### config.mk
export PLATFORM = sky130hd
export DESIGN_NAME = fc_neuron_seq_mac
export DESIGN_NICKNAME = d
export VERILOG_FILES = /design/src/rtl/fc_neuron_seq_mac.sv
export SDC_FILE = /design/constraint.sdc
export NUM_CORES = 1
export LEC_CHECK = 0
export ABC_AREA = 0
export CAP_MARGIN = 20
export CORE_UTILIZATION = 47
export CTS_BUF_LIST = sky130_fd_sc_hd__clkbuf_8
export DETAILED_ROUTE_END_ITERATION = 8
export DONT_BUFFER_PORTS = 1
export PLACE_DENSITY = 0.62
export SETUP_SLACK_MARGIN = 0.05
export SYNTH_ARGS = -nofsm -noshare
export SYNTH_HDL_FRONTEND = slang
export SYNTH_SLANG_ARGS = --single-unit
### constraint.sdc
create_clock -name clk -period 18.53 [get_ports clk]
set_input_delay 0.9265 -clock clk [delete_from_list [all_inputs] [get_ports clk]]
set_output_delay 0.9265 -clock clk [all_outputs]
set_load 0.01 [all_outputs]
### src/rtl/fc_neuron_seq_mac.sv
// Time-multiplexed fully-connected neuron: one multiplier, run-time loadable weights/bias,
// per-frame ReLU / Q-format rescale / saturation over valid/ready streams.
module fc_neuron_seq_mac #(
    parameter int N_IN   = 15,
    parameter int DATA_W = 16,
    parameter int W_W    = 16,
    parameter int ACC_W  = 40,
    parameter int FRAC   = 13,
    parameter int OUT_W  = 16,
    parameter int RELU   = 1
) (
    input  logic                             clk,
    input  logic                             reset,
    input  logic                             cfg_we,
    input  logic [$clog2(N_IN+1)-1:0]        cfg_addr,
    input  logic signed [W_W-1:0]            cfg_wdata,
    input  logic                             s_valid,
    output logic                             s_ready,
    input  logic signed [DATA_W-1:0]         s_data,
    input  logic                             s_last,
    output logic                             m_valid,
    input  logic                             m_ready,
    output logic signed [OUT_W-1:0]          m_data,
    output logic                             m_sat,
    output logic                             err_len
);

    localparam int AW = $clog2(N_IN + 1);
    localparam int IW = $clog2(N_IN);
    localparam int PW = DATA_W + W_W;
    localparam logic [IW-1:0] LAST_IDX = IW'(N_IN - 1);
    localparam logic signed [ACC_W-1:0] OUT_MAX = {{(ACC_W-OUT_W+1){1'b0}}, {(OUT_W-1){1'b1}}};
    localparam logic signed [ACC_W-1:0] OUT_MIN = {{(ACC_W-OUT_W+1){1'b1}}, {(OUT_W-1){1'b0}}};

    typedef enum logic [1:0] {
        ST_ACCUM  = 2'd0,
        ST_FINISH = 2'd1,
        ST_OUT    = 2'd2
    } state_t;

    state_t state, state_next;

    logic signed [W_W-1:0]   w_mem [N_IN];
    logic signed [W_W-1:0]   bias;
    logic [IW-1:0]           idx;
    logic signed [ACC_W-1:0] acc;
    logic signed [PW-1:0]    prod;
    logic signed [ACC_W-1:0] prod_ext;
    logic signed [ACC_W-1:0] bias_ext;
    logic signed [ACC_W-1:0] sh;
    logic signed [OUT_W-1:0] res_data;
    logic                    res_sat;
    logic                    beat;
    logic                    is_last;

    // ---------------- FSM ----------------
    // NOTE: sequential state uses non-blocking assignments so every register sees pre-edge values.
    always_ff @(posedge clk) begin
        if (reset) state <= ST_ACCUM;
        else       state <= state_next;
    end

    always_comb begin
        // NOTE: every combinational output gets a default first, so no path can infer a latch.
        state_next = state;
        case (state)
            ST_ACCUM:  if (beat && is_last) state_next = ST_FINISH;
            ST_FINISH: state_next = ST_OUT;
            ST_OUT:    if (m_ready) state_next = ST_ACCUM;
            default:   state_next = ST_ACCUM;
        endcase
    end

    always_comb begin
        s_ready = (state == ST_ACCUM);
        m_valid = (state == ST_OUT);
    end

    assign beat    = s_valid & s_ready;
    assign is_last = (idx == LAST_IDX);

    // ---------------- weight / bias register file ----------------
    // NOTE: the weight file must read as zero after reset, so it is built from resettable flops, not a RAM.
    always_ff @(posedge clk) begin
        if (reset) begin
            for (int i = 0; i < N_IN; i++) w_mem[i] <= '0;
            bias <= '0;
        end else if (cfg_we) begin
            for (int i = 0; i < N_IN; i++)
                if (cfg_addr == AW'(i)) w_mem[i] <= cfg_wdata;
            if (cfg_addr == AW'(N_IN)) bias <= cfg_wdata;
        end
    end

    // ---------------- datapath ----------------
    assign prod     = s_data * w_mem[idx];
    assign prod_ext = {{(ACC_W-PW){prod[PW-1]}}, prod};
    assign bias_ext = {{(ACC_W-W_W){bias[W_W-1]}}, bias};

    // Bias is folded in with the first product of a frame, so a bias write after that beat
    // only reaches the following frame.
    always_ff @(posedge clk) begin
        if (reset) begin
            idx     <= '0;
            acc     <= '0;
            err_len <= 1'b0;
            m_data  <= '0;
            m_sat   <= 1'b0;
        end else begin
            if (beat) begin
                acc <= ((idx == '0) ? bias_ext : acc) + prod_ext;
                idx <= is_last ? '0 : idx + IW'(1);
                if (s_last != is_last) err_len <= 1'b1;
            end
            if (state == ST_FINISH) begin
                m_data <= res_data;
                m_sat  <= res_sat;
            end
            if (state == ST_OUT && m_ready) begin
                idx <= '0;
                acc <= '0;
            end
        end
    end

    // Rescale from the weight Q-format, then rectify or clip into the output range.
    assign sh = acc >>> FRAC;

    always_comb begin
        res_data = sh[OUT_W-1:0];
        res_sat  = 1'b0;
        if (RELU != 0 && acc[ACC_W-1]) begin
            res_data = '0;
        end else if (sh > OUT_MAX) begin
            res_data = OUT_MAX[OUT_W-1:0];
            res_sat  = 1'b1;
        end else if (RELU == 0 && sh < OUT_MIN) begin
            res_data = OUT_MIN[OUT_W-1:0];
            res_sat  = 1'b1;
        end
    end

endmodule
==> flow_metrics.env <==
export IMPL_post_cts_buffers=0
export IMPL_core_area_um2=54000
export IMPL_dpl_hpwl_mm=46.4
export IMPL_post_route_util_pct=50.6
export IMPL_setup_tns_ns=0
export IMPL_drt_iter0_drc=1337
export IMPL_rsz0062_at_grt="no"
export IMPL_crit_type="flop to flop"
export IMPL_min_path_type="input pin to flop"
export IMPL_regToRegEndpoint="acc[35]"
export IMPL_path_cells="buf_4 > mux4_2 > mux4_2 > nand2_1 > fa_1 > inv_1 > fa_1 > inv_1 > fa_1 > inv_1 > fa_1 > fa_1 > inv_1 > fa_1 > inv_1 > ha_1 > a21o_1 > a221oi_1 > nor4b_1 > a21oi_1 > or3_1 > a32o_1"
export IMPL_cts_tree="done"
export IMPL_synthArstFlopShare_pct=0
export IMPL_synth_cells=2356
export IMPL_setup_violations=0
export IMPL_die_area_um2=55800
export IMPL_grt_pass1_wl_mm=100
export IMPL_finClkSkew_ns=0.0405
export IMPL_r2r_cells=22
export IMPL_outcome="complete, no violations"
export IMPL_cts_root_buf="clkbuf_8"
export IMPL_cts_buffer_depth=3
export IMPL_antenna_found_initial=2
export IMPL_slew_headroom_pct=28.0
export IMPL_worst_path_max_fanout=36
export IMPL_start_util_pct=47.7
export IMPL_cts_buffers_inserted=50
export IMPL_syn_nets=2843
export IMPL_cp_depth=22
export IMPL_min_period_ns=9.03
export IMPL_grt_max_degree=70
export IMPL_fmax_mhz=111
export IMPL_tritoncts_num_sinks=324
export IMPL_crit_path_frequent_cell="fa_1"
export IMPL_nets=2787
export IMPL_drt_wl_total_mm=62.6
export IMPL_dieWidth_um=236
export IMPL_synth_enable_flop_cells=240
export IMPL_wl_per_cell_um=20.6
export IMPL_holdPathStages=1
export IMPL_syn_mean_instance_area_um2=10.9
export IMPL_synthFlopType="edfxtp_1"
export IMPL_whs_endpoint="bias[0]"
export IMPL_worstMarginPinSlew_ns=1.08
export IMPL_grt_total_usage_pct=23.3
export IMPL_max_stage_delay_ns=0.73
export IMPL_cp_arrival_ns=9.50
export IMPL_clk_latency_ns=0.62
export IMPL_area_delta_synth_final_pct=6.00
export IMPL_cp_required_ns=19.00
export IMPL_drv_slew=0
export IMPL_grt_ovfl_total=0
export IMPL_post_cts_resized=0
export IMPL_hold_slack_ns=0.383
export IMPL_gp_congestion=0.845
export IMPL_end_kind="flop"
export IMPL_hold_path_startpoint="reset"
export IMPL_avgViaCountPerCell=5.53
export IMPL_htreeDepth=2
export IMPL_critPathSlowestCell="dfxtp_4"
export IMPL_die_h_um=236
export IMPL_synth_area_um2=25800
export IMPL_hold_viol_final=0
export IMPL_maxCapViolCount=0
export IMPL_ff2ff_setup_slack_ns=9.50
export IMPL_synth_cell_types=66
export IMPL_startpoint_type="flop"
export IMPL_synth_seq_cells=324
export IMPL_num_vias=16810
export IMPL_cts_clk_slew_worst_paths_ns=0.07
export IMPL_seq_area_frac_synth_pct=34.5
export IMPL_drc=0
export IMPL_drive_above_1_share_pct=7.52
export IMPL_fp_row_count=85
export IMPL_post_route_period_util_pct=48.7
export IMPL_holdBufCountCts=0
export IMPL_grt_pass1_vias=17748
export IMPL_pin_count=62
export IMPL_yosys_warnings=0
export IMPL_ant_nets=0
export IMPL_io_buffers=0
export IMPL_cp_top_family="adder cells"
export IMPL_path_buf_inv=6
export IMPL_first_pass_iters=5
==> layer usage <==
layer	GRT usage, %	vias up	wire, um
met1	32.3	8641	27200
met4	5.51	8	1340
li1	-	7533	-
met2	38.0	521	29600
met5	0	-	54
met3	4.31	107	4290
==> flip-flops by register name, indices dropped and copies added, names as in the netlist, named ones only <==
register,cells
idx,4
bias,16
state,2
m_data,16
err_len,1
m_sat,1
acc,40
w_mem,240
==> logic make-up after synthesis <==
logic type / count (synthesis) / share of synthesized area, %
compound gates: 246 / 5.92
xor+xnor: 28 / 0.951
fa+ha+maj: 445 / 31.2
buf+inv: 504 / 7.42
flops: 324 / 34.5
mux: 100 / 7.02
simple gates: 709 / 13.0
==> metrics by stage <==
step / cells / setup slack [ns] / area, um2
floorplan: 2356 / 11.11 / 25800
global placement: 2944 / 9.67 / 26300
detailed placement: 2944 / 9.51 / 26300
CTS: 3037 / 9.44 / 27300
global route: 3037 / 8.91 / 27300
finish: 3038 / 9.50 / 27300
==> worst max-delay path by stage <==
stage,endpoint,start
after detailed placement,acc[35],flop
after global placement,acc[35],flop
final,acc[35],flop
after CTS,acc[35],flop
after global routing,acc[39],flop
after floorplan,acc[35],flop
==> cell usage after synthesis (5+ instances only) <==
master	instances	area (um2)
dfxtp_1	84	1680
nand3_1	21	105
buf_2	10	50.1
inv_1	379	1420
mux2_2	16	180
o211ai_1	8	60.1
nand2b_1	35	219
ha_1	115	1440
mux4_2	63	1420
o21ai_0	19	95.1
xor2_1	7	61.3
a211oi_1	9	67.6
nor2b_1	8	50.1
o21ai_1	24	120
and2_1	143	895
edfxtp_1	240	7210
a21oi_1	101	505
clkbuf_1	104	390
nor3_1	15	75.1
mux2i_1	21	210
nor2_1	203	762
nand4_1	6	37.5
o21a_1	5	37.5
fa_1	330	6610
xnor2_1	21	184
nand2_1	227	852
nor3b_1	16	120
nor4_1	5	31.3
and3_1	11	68.8
a21o_1	39	293
buf_1	7	26.3
==> cells in the final DEF, fill, tap and decap left out, types with 16 or more instances in the layout <==
| cell type | Yosys | layout |
|---|---|---|
| a21o_1 | 39 | 39 |
| a21oi_1 | 101 | 101 |
| and2_1 | 143 | 143 |
| clkbuf_8 | 0 | 54 |
| dfxtp_1 | 84 | 82 |
| edfxtp_1 | 240 | 240 |
| fa_1 | 330 | 330 |
| ha_1 | 115 | 115 |
| inv_1 | 379 | 393 |
| mux2_2 | 16 | 16 |
| mux2i_1 | 21 | 21 |
| mux4_2 | 63 | 63 |
| nand2_1 | 227 | 227 |
| nand2b_1 | 35 | 35 |
| nand3_1 | 21 | 21 |
| nor2_1 | 203 | 203 |
| nor3b_1 | 16 | 16 |
| o21ai_0 | 19 | 19 |
| o21ai_1 | 24 | 24 |
| xnor2_1 | 21 | 21 |
==> cell type report <==
cell class | instances | area, um2
Clock inverter | 39 | 298
Antenna cell | 1 | 2.50
Fill cell | 4809 | 26700
Timing Repair Buffer | 14 | 105
Sequential cell | 324 | 8890
Inverter | 382 | 1430
Clock buffer | 54 | 743
Tap cell | 696 | 871
Multi-Input combinational cell | 1528 | 15000
Power is left out: the tool's default activity adds up to more than one toggle a clock period on the data nets, which glitch-free logic cannot reach.
